File: config.mk
export PLATFORM = sky130hd
export DESIGN_NAME = decode_stage
export DESIGN_NICKNAME = d
export VERILOG_FILES = /design/src/rtl/decode_stage.sv
export SDC_FILE = /design/constraint.sdc
export NUM_CORES = 1
export LEC_CHECK = 0
export ABC_AREA = 0
export CORE_MARGIN = 2
export CORE_UTILIZATION = 25
export CTS_CLUSTER_DIAMETER = 80
export CTS_CLUSTER_SIZE = 8
export DETAILED_ROUTE_END_ITERATION = 16
export GPL_TIMING_DRIVEN = 1
export PLACE_DENSITY = 0.47
export SYNTH_ARGS = -nofsm -noshare
export SYNTH_HDL_FRONTEND = slang
export SYNTH_SLANG_ARGS = --single-unit
export TNS_END_PERCENT = 100
File: constraint.sdc
create_clock -name clk -period 2.75 [get_ports clk]
set_input_delay 0.275 -clock clk [delete_from_list [all_inputs] [get_ports clk]]
set_output_delay 0.275 -clock clk [all_outputs]
set_load 0.02 [all_outputs]
File: src/rtl/decode_stage.sv
// decode_stage: one-entry decode pipeline register for 9-bit machine code.
// An internal mode register selects between reg-reg (mode 0) and reg-imm
// (mode 1) decoding. Opcode 0 is a mode-switch instruction: it is still
// passed downstream, but it flips the mode seen by the next accepted code.
module decode_stage #(
  parameter int REG_W = 3,
  parameter int IMM_W = 8
) (
  input  logic             clk,
  input  logic             reset_n,
  input  logic             flush,
  input  logic             in_valid,
  output logic             in_ready,
  input  logic [8:0]       mach_code,
  output logic             out_valid,
  input  logic             out_ready,
  output logic [4:0]       opcode,
  output logic [REG_W-1:0] reg1,
  output logic [REG_W-1:0] reg2,
  output logic [IMM_W-1:0] immediate,
  output logic             mode,
  output logic             mode_switch,
  output logic             cur_mode
);

  // Maps the 3-bit reg-imm immediate field onto its value table.
  function automatic logic [6:0] imm_lookup(input logic [2:0] sel);
    logic [6:0] val;
    case (sel)
      3'd0:    val = 7'd0;
      3'd1:    val = 7'd1;
      3'd2:    val = 7'd4;
      3'd3:    val = 7'd8;
      3'd4:    val = 7'd16;
      3'd5:    val = 7'd32;
      3'd6:    val = 7'd64;
      3'd7:    val = 7'd127;
      default: val = 7'd0;
    endcase
    return val;
  endfunction

  logic             r_out_valid;
  logic             r_cur_mode;
  logic [4:0]       r_opcode;
  logic [REG_W-1:0] r_reg1;
  logic [REG_W-1:0] r_reg2;
  logic [IMM_W-1:0] r_immediate;
  logic             r_mode;
  logic             r_mode_switch;

  logic             w_accept;
  logic [4:0]       w_opcode;
  logic [REG_W-1:0] w_reg1;
  logic [REG_W-1:0] w_reg2;
  logic [IMM_W-1:0] w_immediate;
  logic             w_mode_switch;

  // Ready whenever the slot is empty or being drained, except during flush or reset.
  assign in_ready = reset_n && !flush && (!r_out_valid || out_ready);
  assign w_accept = in_valid && in_ready;

  // Decode the presented code according to the current mode.
  always_comb begin
    w_opcode      = 5'd0;
    w_reg1        = {REG_W{1'b0}};
    w_reg2        = {REG_W{1'b0}};
    w_immediate   = {IMM_W{1'b0}};
    w_mode_switch = 1'b0;
    case (r_cur_mode)
      1'b0: begin
        w_opcode    = mach_code[8:4];
        w_reg1      = {{(REG_W-2){1'b0}}, mach_code[3:2]};
        w_reg2      = {{(REG_W-2){1'b0}}, mach_code[1:0]};
        w_immediate = {IMM_W{1'b0}};
      end
      1'b1: begin
        w_opcode    = {2'b00, mach_code[8:6]};
        w_reg1      = {{(REG_W-3){1'b0}}, mach_code[5:3]};
        w_reg2      = {{(REG_W-3){1'b0}}, mach_code[2:0]};
        w_immediate = {{(IMM_W-7){1'b0}}, imm_lookup(mach_code[2:0])};
      end
      default: begin
        w_opcode    = 5'd0;
      end
    endcase
    if (w_opcode == 5'd0) begin
      w_mode_switch = 1'b1;
    end else begin
      w_mode_switch = 1'b0;
    end
  end

  // Output entry register and mode register; reset beats flush beats accept.
  always_ff @(posedge clk) begin
    if (!reset_n) begin
      r_out_valid   <= 1'b0;
      r_cur_mode    <= 1'b0;
      r_opcode      <= 5'd0;
      r_reg1        <= {REG_W{1'b0}};
      r_reg2        <= {REG_W{1'b0}};
      r_immediate   <= {IMM_W{1'b0}};
      r_mode        <= 1'b0;
      r_mode_switch <= 1'b0;
    end else if (flush) begin
      r_out_valid   <= 1'b0;
    end else if (w_accept) begin
      r_out_valid   <= 1'b1;
      r_opcode      <= w_opcode;
      r_reg1        <= w_reg1;
      r_reg2        <= w_reg2;
      r_immediate   <= w_immediate;
      r_mode        <= r_cur_mode;
      r_mode_switch <= w_mode_switch;
      if (w_mode_switch) begin
        r_cur_mode  <= !r_cur_mode;
      end else begin
        r_cur_mode  <= r_cur_mode;
      end
    end else if (out_ready) begin
      r_out_valid   <= 1'b0;
    end else begin
      r_out_valid   <= r_out_valid;
    end
  end

  assign out_valid   = r_out_valid;
  assign cur_mode    = r_cur_mode;
  assign opcode      = r_opcode;
  assign reg1        = r_reg1;
  assign reg2        = r_reg2;
  assign immediate   = r_immediate;
  assign mode        = r_mode;
  assign mode_switch = r_mode_switch;

endmodule

==> flow_metrics.py <==
metrics = {
    "global_route": {
        "antenna_found_initial": 0,
        "grt_max_degree": 23,
        "top_usage_layer": "met2",
        "grt.met3_usage_pct": 2.96,
        "grt.total_usage_pct": 11.3,
        "grtUsageMet2_pct": 17.8,
        "grt_first_pass_wirelength_um": 3960,
        "met1_usage_pct": 15.1,
        "first_global_vias": 879,
        "grt_overflow": 0,
    },
    "hold_path": {
        "holdPathStages": 2,
        "min_path_type": "reg -> reg",
        "min-delay-start": "immediate[2]$_SDFFE_PN0P_",
        "holdPathEnd": "immediate[2]$_SDFFE_PN0P_",
    },
    "power_and_ir_drop": {
        "p_seq_share_pct": 51.0,
        "p_int_uw": 496,
        "ir_worst_vdd_v": 0.000119,
        "p_clk_share_pct": 35.8,
        "swShare_pct": 23.0,
        "p_per_area_nw_per_um2": 439,
        "switching_power_uw": 148,
        "leakagePower_uw": 0.000566,
        "pwr-share-comb_pct": 13.2,
    },
    "drt": {
        "first_pass_iters": 4,
        "via_per_inst": 4.46,
        "vias": 888,
        "route.detailed.drc": 0,
        "wl_per_cell_um": 12.0,
        "antenna_left": 0,
        "routed_wl_um": 2390,
        "first_iter_violations": 24,
    },
    "yosys": {
        "synthCells": 115,
        "synth_compound_area_share_pct": 18.6,
        "syn-num-nets": 132,
        "yosysUniqueCellTypes": 28,
        "yosys_warnings": 0,
        "synthXorXnorAreaFrac_pct": 0,
        "synth_top_area_share_pct": 43.0,
        "yosys.area_share.simple_pct": 21.1,
        "yosysMostFrequentCell": "nand2_1",
        "synth_top_family_by_area": "simple AND/OR/NAND/NOR gates",
        "yosys-top-cells-area": "dfxtp_1 43%, nand2_1 8.4%, mux2i_1 5.9%, a21boi_0 5.9%, a21boi_1 5.1%",
        "ys_ff_latch": 22,
        "yosys.area_share.adder_pct": 3.67,
        "seq_area_frac_synth_pct": 43.0,
        "synth_top_area_cell": "dfxtp_1",
        "synth_ff_type": "dfxtp_1",
        "synthMuxAreaShare_pct": 5.87,
        "synth_area_per_cell_um2": 8.90,
        "synth_edf_count": 0,
        "synthTopCellsByCount": "23 x nand2_1, 22 x dfxtp_1, 8 x a21boi_0",
        "syn-cell-area_um2": 1020,
        "async_flop_share_pct": 0,
    },
    "finish": {
        "layout.nets": 167,
        "n_fill_cell": 412,
        "regArea_um2": 440,
        "drive_gt1_share_pct": 5.37,
        "antenna_cells": 0,
        "syn2layout_area_growth_pct": 43.4,
        "multi_input_area_um2": 508,
    },
    "cts": {
        "cts_sinks": 22,
        "cts_resized": 0,
        "numCtsBuffers": 3,
        "clk_pin_slew_ps": 70,
        "cts-htree-levels": 1,
        "root_buffer": "clkbuf_8",
        "clockBufferDepth": 2,
        "postCtsSetupRepairBufs": 0,
        "clkLatencyLatePin_ps": 260,
        "cts_hold_buf": 0,
        "cts_tree": "built",
    },
    "setup_path": {
        "cp-end-kind": "primary output",
        "crit-reg2reg-launch": "out_valid$_SDFFE_PP0P_",
        "crit_top_cell": "clkdlybuf4s50_1",
        "path_buf_inv": 2,
        "cp.required_ps": 2480,
        "worst_path_max_delay_cell": "clkdlybuf4s50_1",
        "crit_fanout": 3,
        "r2r_end": "reg1[2]$_SDFFE_PN0P_",
        "criticalPathCategory": "in -> out",
        "start_kind": "input port",
        "cp_slowest_stage_delay_ps": 610,
        "ff2ff_path_depth": 5,
        "path_cells": "clkdlybuf4s50_1, nand2b_1, nor2_1, clkdlybuf4s50_1",
        "arrival_ps": 1540,
        "path_delay_family": "buffers and inverters",
        "r2r_slack_ps": 1380,
    },
    "die": {
        "start_util_pct": 25.8,
        "num_rows": 23,
        "ioPinCount": 38,
        "dieHeight_um": 68.0,
        "core_um2": 3970,
        "die_w_um": 68.0,
        "die_area_um2": 4620,
    },
    "place": {
        "place_ws_ps": 861,
        "dp_hpwl_um": 1830,
        "portBuffers": 36,
        "gp_congestion": 0.757,
    },
    "sta": {
        "hold_violations": 0,
        "rsz0062_at_grt": "no",
        "worst_slack_ps": 932,
        "slew_viol_final": 0,
        "fin_crit_ps": 1820,
        "fmax_ghz": 0.550,
        "setup_viol": 0,
        "fin_setup_tns_ps": 0,
        "finalCritPeriodShare_pct": 66.1,
        "fin_skew_ps": 8.16,
    },
    "job": {
        "maxCapViolCount": 0,
    },
    "run_status": {
        "status": "completed",
    },
}
[cell usage in the layout, fill, tap and decap left out, types with 2 or more instances in the layout]
master           count
ha_1                 3
a21boi_0             8
nor2_1               5
nand2b_1             2
o211ai_1             2
nand3_1              4
mux2i_1              6
nand2_1             23
a21boi_1             7
inv_1                3
nand3b_1             2
buf_4                4
o211a_1              5
nand4_1              4
clkbuf_8             4
dfxtp_1             22
clkdlybuf4s50_1     36
[logic make-up after synthesis]
| family | count (synthesis) |
|---|---|
| other cells | 1 |
| mux | 6 |
| simple gates | 46 |
| flops | 22 |
| compound gates | 24 |
| buf+inv | 13 |
| fa+ha+maj | 3 |
[registers in the layout, indices dropped and copies added (netlist names)]
name / count
immediate: 7
reg1: 3
reg2: 3
mode_switch: 1
opcode: 5
mode: 1
cur_mode: 1
out_valid: 1
[worst max path at each step]
stage	end	start	cells past startpoint
floorplan	immediate[5]$_SDFFE_PN0P_	cur_mode$_SDFFE_PN0P_	4
global placement	reg1[1]$_SDFFE_PN0P_	reset_n	6
detailed placement	reg1[2]$_SDFFE_PN0P_	reset_n	6
CTS	in_ready	flush	4
global route	in_ready	out_ready	4
finish	in_ready	reset_n	4
[cell type report]
type / count / area share (%)
multi-input combinational: 80 / 34.6
sequential: 22 / 30.0
timing repair buffer: 40 / 26.6
tap: 50 / 4.26
clock buffer: 4 / 3.75
inverter: 3 / 0.767
[stage by stage]
stage          util (%)  hold slack [ps]  total power, uW  instance area [um^2]  std cells
2_1_floorplan         -              396              379                  1020        115
3_3_place_gp       35.6              442              420                  1410        195
3_5_place_dp       35.6              444              422                  1410        195
4_1_cts            37.0              455              655                  1470        199
5_1_grt            37.0              472              678                  1470        199
6_report           37.0              449              644                  1470        199
[worst min-delay path, cell delays in order, from the launching register on]
cell and delay (ps):
dfxtp_1 310, nand2_1 50, a21boi_1 50
[layer usage]
metal  share of wire (%)  vias up
met5                   0        -
met4                0.25        0
met3                 6.8        2
met2                  46       25
met1                  47      407
li1                    -      454
[power groups by stage]
stage / sequential, uW / combinational (uW) / clock, uW
2_1_floorplan: 343 / 35.4 / 0
3_3_place_gp: 336 / 84.0 / 0
3_5_place_dp: 336 / 86.2 / 0
4_1_cts: 329 / 86.6 / 240
5_1_grt: 330 / 93.2 / 255
6_report: 328 / 85.3 / 230
No activity file was read; power rests on OpenSTA's default activity.
